<file path="config.mk">
export PLATFORM = sky130hd
export DESIGN_NAME = vga_sync_gen
export DESIGN_NICKNAME = d
export VERILOG_FILES = /design/src/rtl/vga_sync_gen.sv
export SDC_FILE = /design/constraint.sdc
export NUM_CORES = 1
export LEC_CHECK = 0
export CAP_MARGIN = 20
export CORE_UTILIZATION = 25
export CTS_BUF_LIST = sky130_fd_sc_hd__clkbuf_8
export CTS_CLUSTER_DIAMETER = 60
export DETAILED_ROUTE_END_ITERATION = 7
export PLACE_DENSITY_LB_ADDON = 0.15
export SETUP_SLACK_MARGIN = 0.3
export SYNTH_ARGS = -nofsm -noshare
export SYNTH_HDL_FRONTEND = slang
export SYNTH_SLANG_ARGS = --single-unit
</file>
<file path="constraint.sdc">
create_clock -name clk -period 6.9 [get_ports clk]
set_clock_uncertainty 0.05 [all_clocks]
set_input_delay 1.725 -clock clk [delete_from_list [all_inputs] [get_ports clk]]
set_output_delay 1.725 -clock clk [all_outputs]
set_load 0.05 [all_outputs]
</file>
<file path="src/rtl/vga_sync_gen.sv">
// VGA pixel-timing generator: h/v position counters with registered decode of
// active video, pixel coordinates, sync set/reset level pairs and line/frame pulses.
module vga_sync_gen #(
    parameter int unsigned H_ACTIVE = 640,
    parameter int unsigned H_FP     = 16,
    parameter int unsigned H_SYNC   = 96,
    parameter int unsigned H_BP     = 48,
    parameter int unsigned V_ACTIVE = 480,
    parameter int unsigned V_FP     = 10,
    parameter int unsigned V_SYNC   = 2,
    parameter int unsigned V_BP     = 33
) (
    input  logic       clk,
    input  logic       reset,
    input  logic       pix_en,
    output logic       hs_set,
    output logic       hs_reset,
    output logic       vs_set,
    output logic       vs_reset,
    output logic       video_on,
    output logic [9:0] x,
    output logic [9:0] y,
    output logic       line_start,
    output logic       frame_start
);

    localparam int unsigned CW       = 10;
    localparam int unsigned H_TOTAL  = H_ACTIVE + H_FP + H_SYNC + H_BP;
    localparam int unsigned V_TOTAL  = V_ACTIVE + V_FP + V_SYNC + V_BP;
    localparam int unsigned HS_FIRST = H_ACTIVE + H_FP;
    localparam int unsigned HS_LAST  = H_ACTIVE + H_FP + H_SYNC - 1;
    localparam int unsigned VS_FIRST = V_ACTIVE + V_FP;
    localparam int unsigned VS_LAST  = V_ACTIVE + V_FP + V_SYNC - 1;

    logic [CW-1:0] r_h;
    logic [CW-1:0] r_v;
    logic          r_hs_set;
    logic          r_hs_reset;
    logic          r_vs_set;
    logic          r_vs_reset;
    logic          r_video_on;
    logic [CW-1:0] r_x;
    logic [CW-1:0] r_y;
    logic          r_line_start;
    logic          r_frame_start;

    logic          w_h_wrap;
    logic [CW-1:0] w_h_nxt;
    logic [CW-1:0] w_v_nxt;
    logic          w_video_nxt;
    logic          w_hs_nxt;
    logic          w_vs_nxt;

    // Next position and its decode, so outputs line up with the counter write.
    always_comb begin
        w_h_wrap = (r_h == CW'(H_TOTAL - 1));
        w_h_nxt  = w_h_wrap ? '0 : r_h + CW'(1);
        w_v_nxt  = r_v;
        if (w_h_wrap) begin
            w_v_nxt = (r_v == CW'(V_TOTAL - 1)) ? '0 : r_v + CW'(1);
        end
        w_video_nxt = (w_h_nxt < CW'(H_ACTIVE)) && (w_v_nxt < CW'(V_ACTIVE));
        w_hs_nxt    = (w_h_nxt >= CW'(HS_FIRST)) && (w_h_nxt <= CW'(HS_LAST));
        w_vs_nxt    = (w_v_nxt >= CW'(VS_FIRST)) && (w_v_nxt <= CW'(VS_LAST));
    end

    // Reset parks at the last blanking position so the first enable lands on (0,0).
    always_ff @(posedge clk) begin
        if (reset) begin
            r_h           <= CW'(H_TOTAL - 1);
            r_v           <= CW'(V_TOTAL - 1);
            r_hs_set      <= 1'b0;
            r_hs_reset    <= 1'b1;
            r_vs_set      <= 1'b0;
            r_vs_reset    <= 1'b1;
            r_video_on    <= 1'b0;
            r_x           <= '0;
            r_y           <= '0;
            r_line_start  <= 1'b0;
            r_frame_start <= 1'b0;
        end else begin
            r_line_start  <= 1'b0;
            r_frame_start <= 1'b0;
            if (pix_en) begin
                r_h           <= w_h_nxt;
                r_v           <= w_v_nxt;
                r_hs_set      <= w_hs_nxt;
                r_hs_reset    <= ~w_hs_nxt;
                r_vs_set      <= w_vs_nxt;
                r_vs_reset    <= ~w_vs_nxt;
                r_video_on    <= w_video_nxt;
                r_x           <= w_video_nxt ? w_h_nxt : '0;
                r_y           <= w_video_nxt ? w_v_nxt : '0;
                r_line_start  <= (w_h_nxt == '0);
                r_frame_start <= (w_h_nxt == '0) && (w_v_nxt == '0);
            end
        end
    end

    assign hs_set      = r_hs_set;
    assign hs_reset    = r_hs_reset;
    assign vs_set      = r_vs_set;
    assign vs_reset    = r_vs_reset;
    assign video_on    = r_video_on;
    assign x           = r_x;
    assign y           = r_y;
    assign line_start  = r_line_start;
    assign frame_start = r_frame_start;

endmodule

</file>
After elaboration in Yosys (flattened, before gate mapping) --
Index checks and enable logic that the tools add are counted.
Storage, ports and cells: bits in read-only memories 0, output and inout bits 27, memories 0, register bits 47, RAM bits 0, logic and storage cells 36, input bits 3, latch bits 0
Operators by class: multiply operators 0, shift-type cells 0, div/mod/pow operators 0, add/subtract/negate cells 2, eq/ne operators 2, bitwise logic cells 3, muxes and demuxes 5, reduce and logical (&&, ||, !) cells 7, order comparisons 6
Operator list (number):
- 10-bit two-way mux | 5
- 10-bit by 1-bit adder with 10-bit output (second input constant) | 2
- 10-bit == test (second input constant) | 2
- 10-bit zero test | 2
- 10-bit greater-or-equal comparator (second input constant) | 1
- 10-bit by 9-bit greater-or-equal comparator with 1-bit output (second input constant) | 1
- 10-bit less-or-equal comparator (second input constant) | 1
- 10-bit by 9-bit less-or-equal comparator with 1-bit output (second input constant) | 1
- 10-bit less-than comparator (second input constant) | 1
- 10-bit by 9-bit less-than comparator with 1-bit output (second input constant) | 1
- 1-bit logical AND | 4
- 1-bit inverter | 3
- 2-bit OR reduction | 1

Longest topological paths before layout --
depth in word-level cells 6, gate-level depth with buffers 11, depth with buffers taken out 8

Least setup slack after synthesis --
OpenSTA, ideal clock, no wires.
path type in2reg, start input port reset, end register r_x[0] (netlist: x[0]), cell stages on the path 6, setup slack 3968 ps, arrival time 2822 ps, required time 6790 ps, library setup time 60 ps, path buffers 2, cell sequence clkbuf_1 > nand2b_1 > a221o_1 > a21oi_4 > buf_6 > a22o_1
RTL lines:
- start, declared | RTL line 14 | input logic reset,
- end signal, assigned | RTL line 92 | r_x <= w_video_nxt ? w_h_nxt : '0;
- end, declared | RTL line 42 | logic [CW-1:0] r_x;

==> results.sh <==
export IMPL_p_sw_frac=0.3219
export IMPL_fin_area_um2=3062
export IMPL_switchingPower_w=0.0002311
export IMPL_reg2reg_depth=7
export IMPL_globalplace_congestion=0.8283
export IMPL_clkTransAtPathRegs_ps=80
export IMPL_drc=0
export IMPL_cap_violations=0
export IMPL_leakage_nw=1.158
export IMPL_cts_buffers=5
export IMPL_ys_flop_type="dfxtp_1"
export IMPL_fin_tns_setup_ps=0
export IMPL_async_reset_ff_frac=0
export IMPL_finish_utilization=0.3090
export IMPL_synth_area_leaders="dfxtp_1 (36%), a22o_1 (4.8%), xnor2_1 (4.1%)"
export IMPL_final_layout_size_suffix_gt1_frac=0.04430
export IMPL_dp_hpwl_um=5003
export IMPL_dieHeight_um=103.6
export IMPL_p_clk_frac=0.342
export IMPL_max_slew_margin=0.4856
export IMPL_synthTopCellsByCount="dfxtp_1 (47), clkbuf_1 (22), nor2_1 (20)"
export IMPL_antenna_cells=0
export IMPL_synth_cells=305
export IMPL_end_kind="flop"
export IMPL_grt_ovfl_total=0
export IMPL_place_area_um2=2929
export IMPL_critPathMaxFanout=18
export IMPL_rsz0062_at_grt="no"
export IMPL_arrival_ps=3830
export IMPL_tightest_slew_ps=769.4
export IMPL_netlist_area_um2=2580
export IMPL_cts_root_buf="clkbuf_8"
export IMPL_fmax_mhz=275.9
export IMPL_area_growth_pct=18.67
export IMPL_numPortBuffers=29
export IMPL_dieArea_um2=10730
export IMPL_finalCritPeriodShare=0.5253
export IMPL_outcome="completed"
export IMPL_dr_pass1_iters=4
export IMPL_multi_input_area_um2=1471
export IMPL_grt_pass1_wl_um=11940
export IMPL_synth_top_cell_area_share=0.3647
export IMPL_worstSkewPairLatency_ps=310
export IMPL_hold_depth=1
export IMPL_syn_avg_cell_area_um2=8.459
export IMPL_io_pins=30
export IMPL_mappedNetlistNets=312
export IMPL_worst_slack_ps=3275
export IMPL_yosysSeqAreaShare=0.3647
export IMPL_antenna_found_initial=0
export IMPL_yosysUniqueCellTypes=54
export IMPL_drt_wl_total_um=7181
export IMPL_hold_class="flop to flop"
export IMPL_ff_latch_area_um2=940.9
export IMPL_die_w_um=103.6
export IMPL_startpoint_type="input port"
export IMPL_clk_path_buf_depth=2
export IMPL_core_um2=9910
export IMPL_intPower_w=0.0004869
export IMPL_fin_crit_ps=3625
export IMPL_clock_sinks=47
export IMPL_power_per_cell_area_nw_per_um2=234.5
export IMPL_cts_setup_buffers=0
export IMPL_wl_per_cell_um=15.99
export IMPL_pwr_share_seq=0.426
export IMPL_grt_util_all_layers=0.1393
export IMPL_grt_pass1_vias=2224
export IMPL_path_class="input port to flop"
export IMPL_hold_buffers=0
export IMPL_cts_resized=0
export IMPL_worstPathRequired_ps=7100
export IMPL_via_per_inst=5.096
export IMPL_setup_viol=0
export IMPL_synth_edf_count=0
export IMPL_start_util=0.2604
export IMPL_n_fill_cell=1082
export IMPL_finalHoldViolations=0
export IMPL_dp_slack_ps=2993
export IMPL_grt_max_degree=28
export IMPL_yosysTopAreaCell="dfxtp_1"
export IMPL_htreeDepth=2
export IMPL_initialDrtViolationCount=93
export IMPL_irDropWorstVdd_uv=92.13
export IMPL_synth_ff_latch_count=47
export IMPL_yosys_warnings=0
export IMPL_p_comb_frac=0.233
export IMPL_tritoncts="built"
export IMPL_synth_most_common_cell="dfxtp_1"
export IMPL_rows=36
export IMPL_finalMaxSlewViolations=0
export IMPL_num_vias=2288
export IMPL_finalNetCount=322
export IMPL_ant_nets=0
[final cells by class]
cell class / count / area share
repair buffers: 32 / 0.1022
well taps: 133 / 0.05435
multi-input cells: 219 / 0.4806
inverters: 10 / 0.01226
flip-flops and latches: 47 / 0.3073
clock inverters: 3 / 0.02084
clock buffers: 5 / 0.02248
[power groups by stage]
stage          logic (W)  clock network, W  registers [W]
2_1_floorplan   0.000130                 0       0.000309
3_3_place_gp    0.000167                 0       0.000312
3_5_place_dp    0.000167                 0       0.000311
4_1_cts         0.000168          0.000253       0.000305
5_1_grt         0.000186          0.000261       0.000309
6_report        0.000167          0.000245       0.000306
[metrics by stage]
| step | power (W) | hold WS, ps | cells |
|---|---|---|---|
| floorplan | 0.0004387 | 402.5 | 305 |
| finish | 0.0007180 | 412.4 | 449 |
| detailed placement | 0.0004783 | 394.7 | 441 |
| global placement | 0.0004793 | 387.1 | 441 |
| CTS | 0.0007264 | 417.1 | 449 |
| global route | 0.0007565 | 424.9 | 449 |
[metal layers]
metal  global-route usage  part of all wire  vias to the layer above
met3              0.03084             0.043                        8
met4              0.03209             0.010                        0
met5                    0                 0                        -
li1                     -                 -                     1143
met2               0.2267              0.46                       45
met1               0.1867              0.48                     1092
[cells by family after synthesis]
kind of cell	synth area share
XOR/XNOR	0.06790
AO/OA/AOI/OAI	0.2221
adder cells (fa/ha/maj)	0.01940
flip-flops	0.3647
buffers and inverters	0.06499
multiplexers	0.003880
AND/OR/NAND/NOR	0.2570
[final timing paths]
| kind | start | end | slack [ps] |
|---|---|---|---|
| setup / recovery | pix_en | x[3]$_SDFFE_PP0P_ | 3280 |
| hold / removal | hs_set$_SDFFE_PP0P_ | hs_set$_SDFFE_PP0P_ | 410 |
| setup reg to reg | r_h[1]$_SDFFE_PP1P_ | x[3]$_SDFFE_PP0P_ | 3560 |
| hold reg to reg | hs_set$_SDFFE_PP0P_ | hs_set$_SDFFE_PP0P_ | 410 |
[registers in the layout, summed over array words and instances (netlist names)]
register / count
frame_start: 1
hs_reset: 1
hs_set: 1
line_start: 1
r_h: 10
r_v: 10
video_on: 1
vs_reset: 1
vs_set: 1
x: 10
y: 10
[critical path, stage by stage]
cell	delay (ps)
clkdlybuf4s50_1	850
nand2b_1	200
a221o_1	330
a21oi_4	460
a32o_1	250
[layout by cell type (no fill, tap or decap), types with 2 or more instances in the layout]
master	n
xor2_1	8
and4_1	6
and2_1	5
a211o_1	4
nor2b_1	4
nor4_1	5
nand2_1	17
a21o_1	3
buf_4	3
nand4b_1	2
clkdlybuf4s50_1	29
a21oi_1	11
nand3_1	14
or3_1	6
inv_1	11
nor3b_1	4
a221o_1	3
nand2b_1	3
dfxtp_1	47
nand4_1	12
a31oi_1	4
a22o_1	14
ha_1	4
a32o_1	4
xnor2_1	12
clkbuf_8	5
o21ai_0	8
and3_1	6
o21ai_1	5
nor2_1	20
o211ai_1	2
o211a_1	3
bufinv_16	2
nor3_1	9
Power figures use the tool's default switching activity.
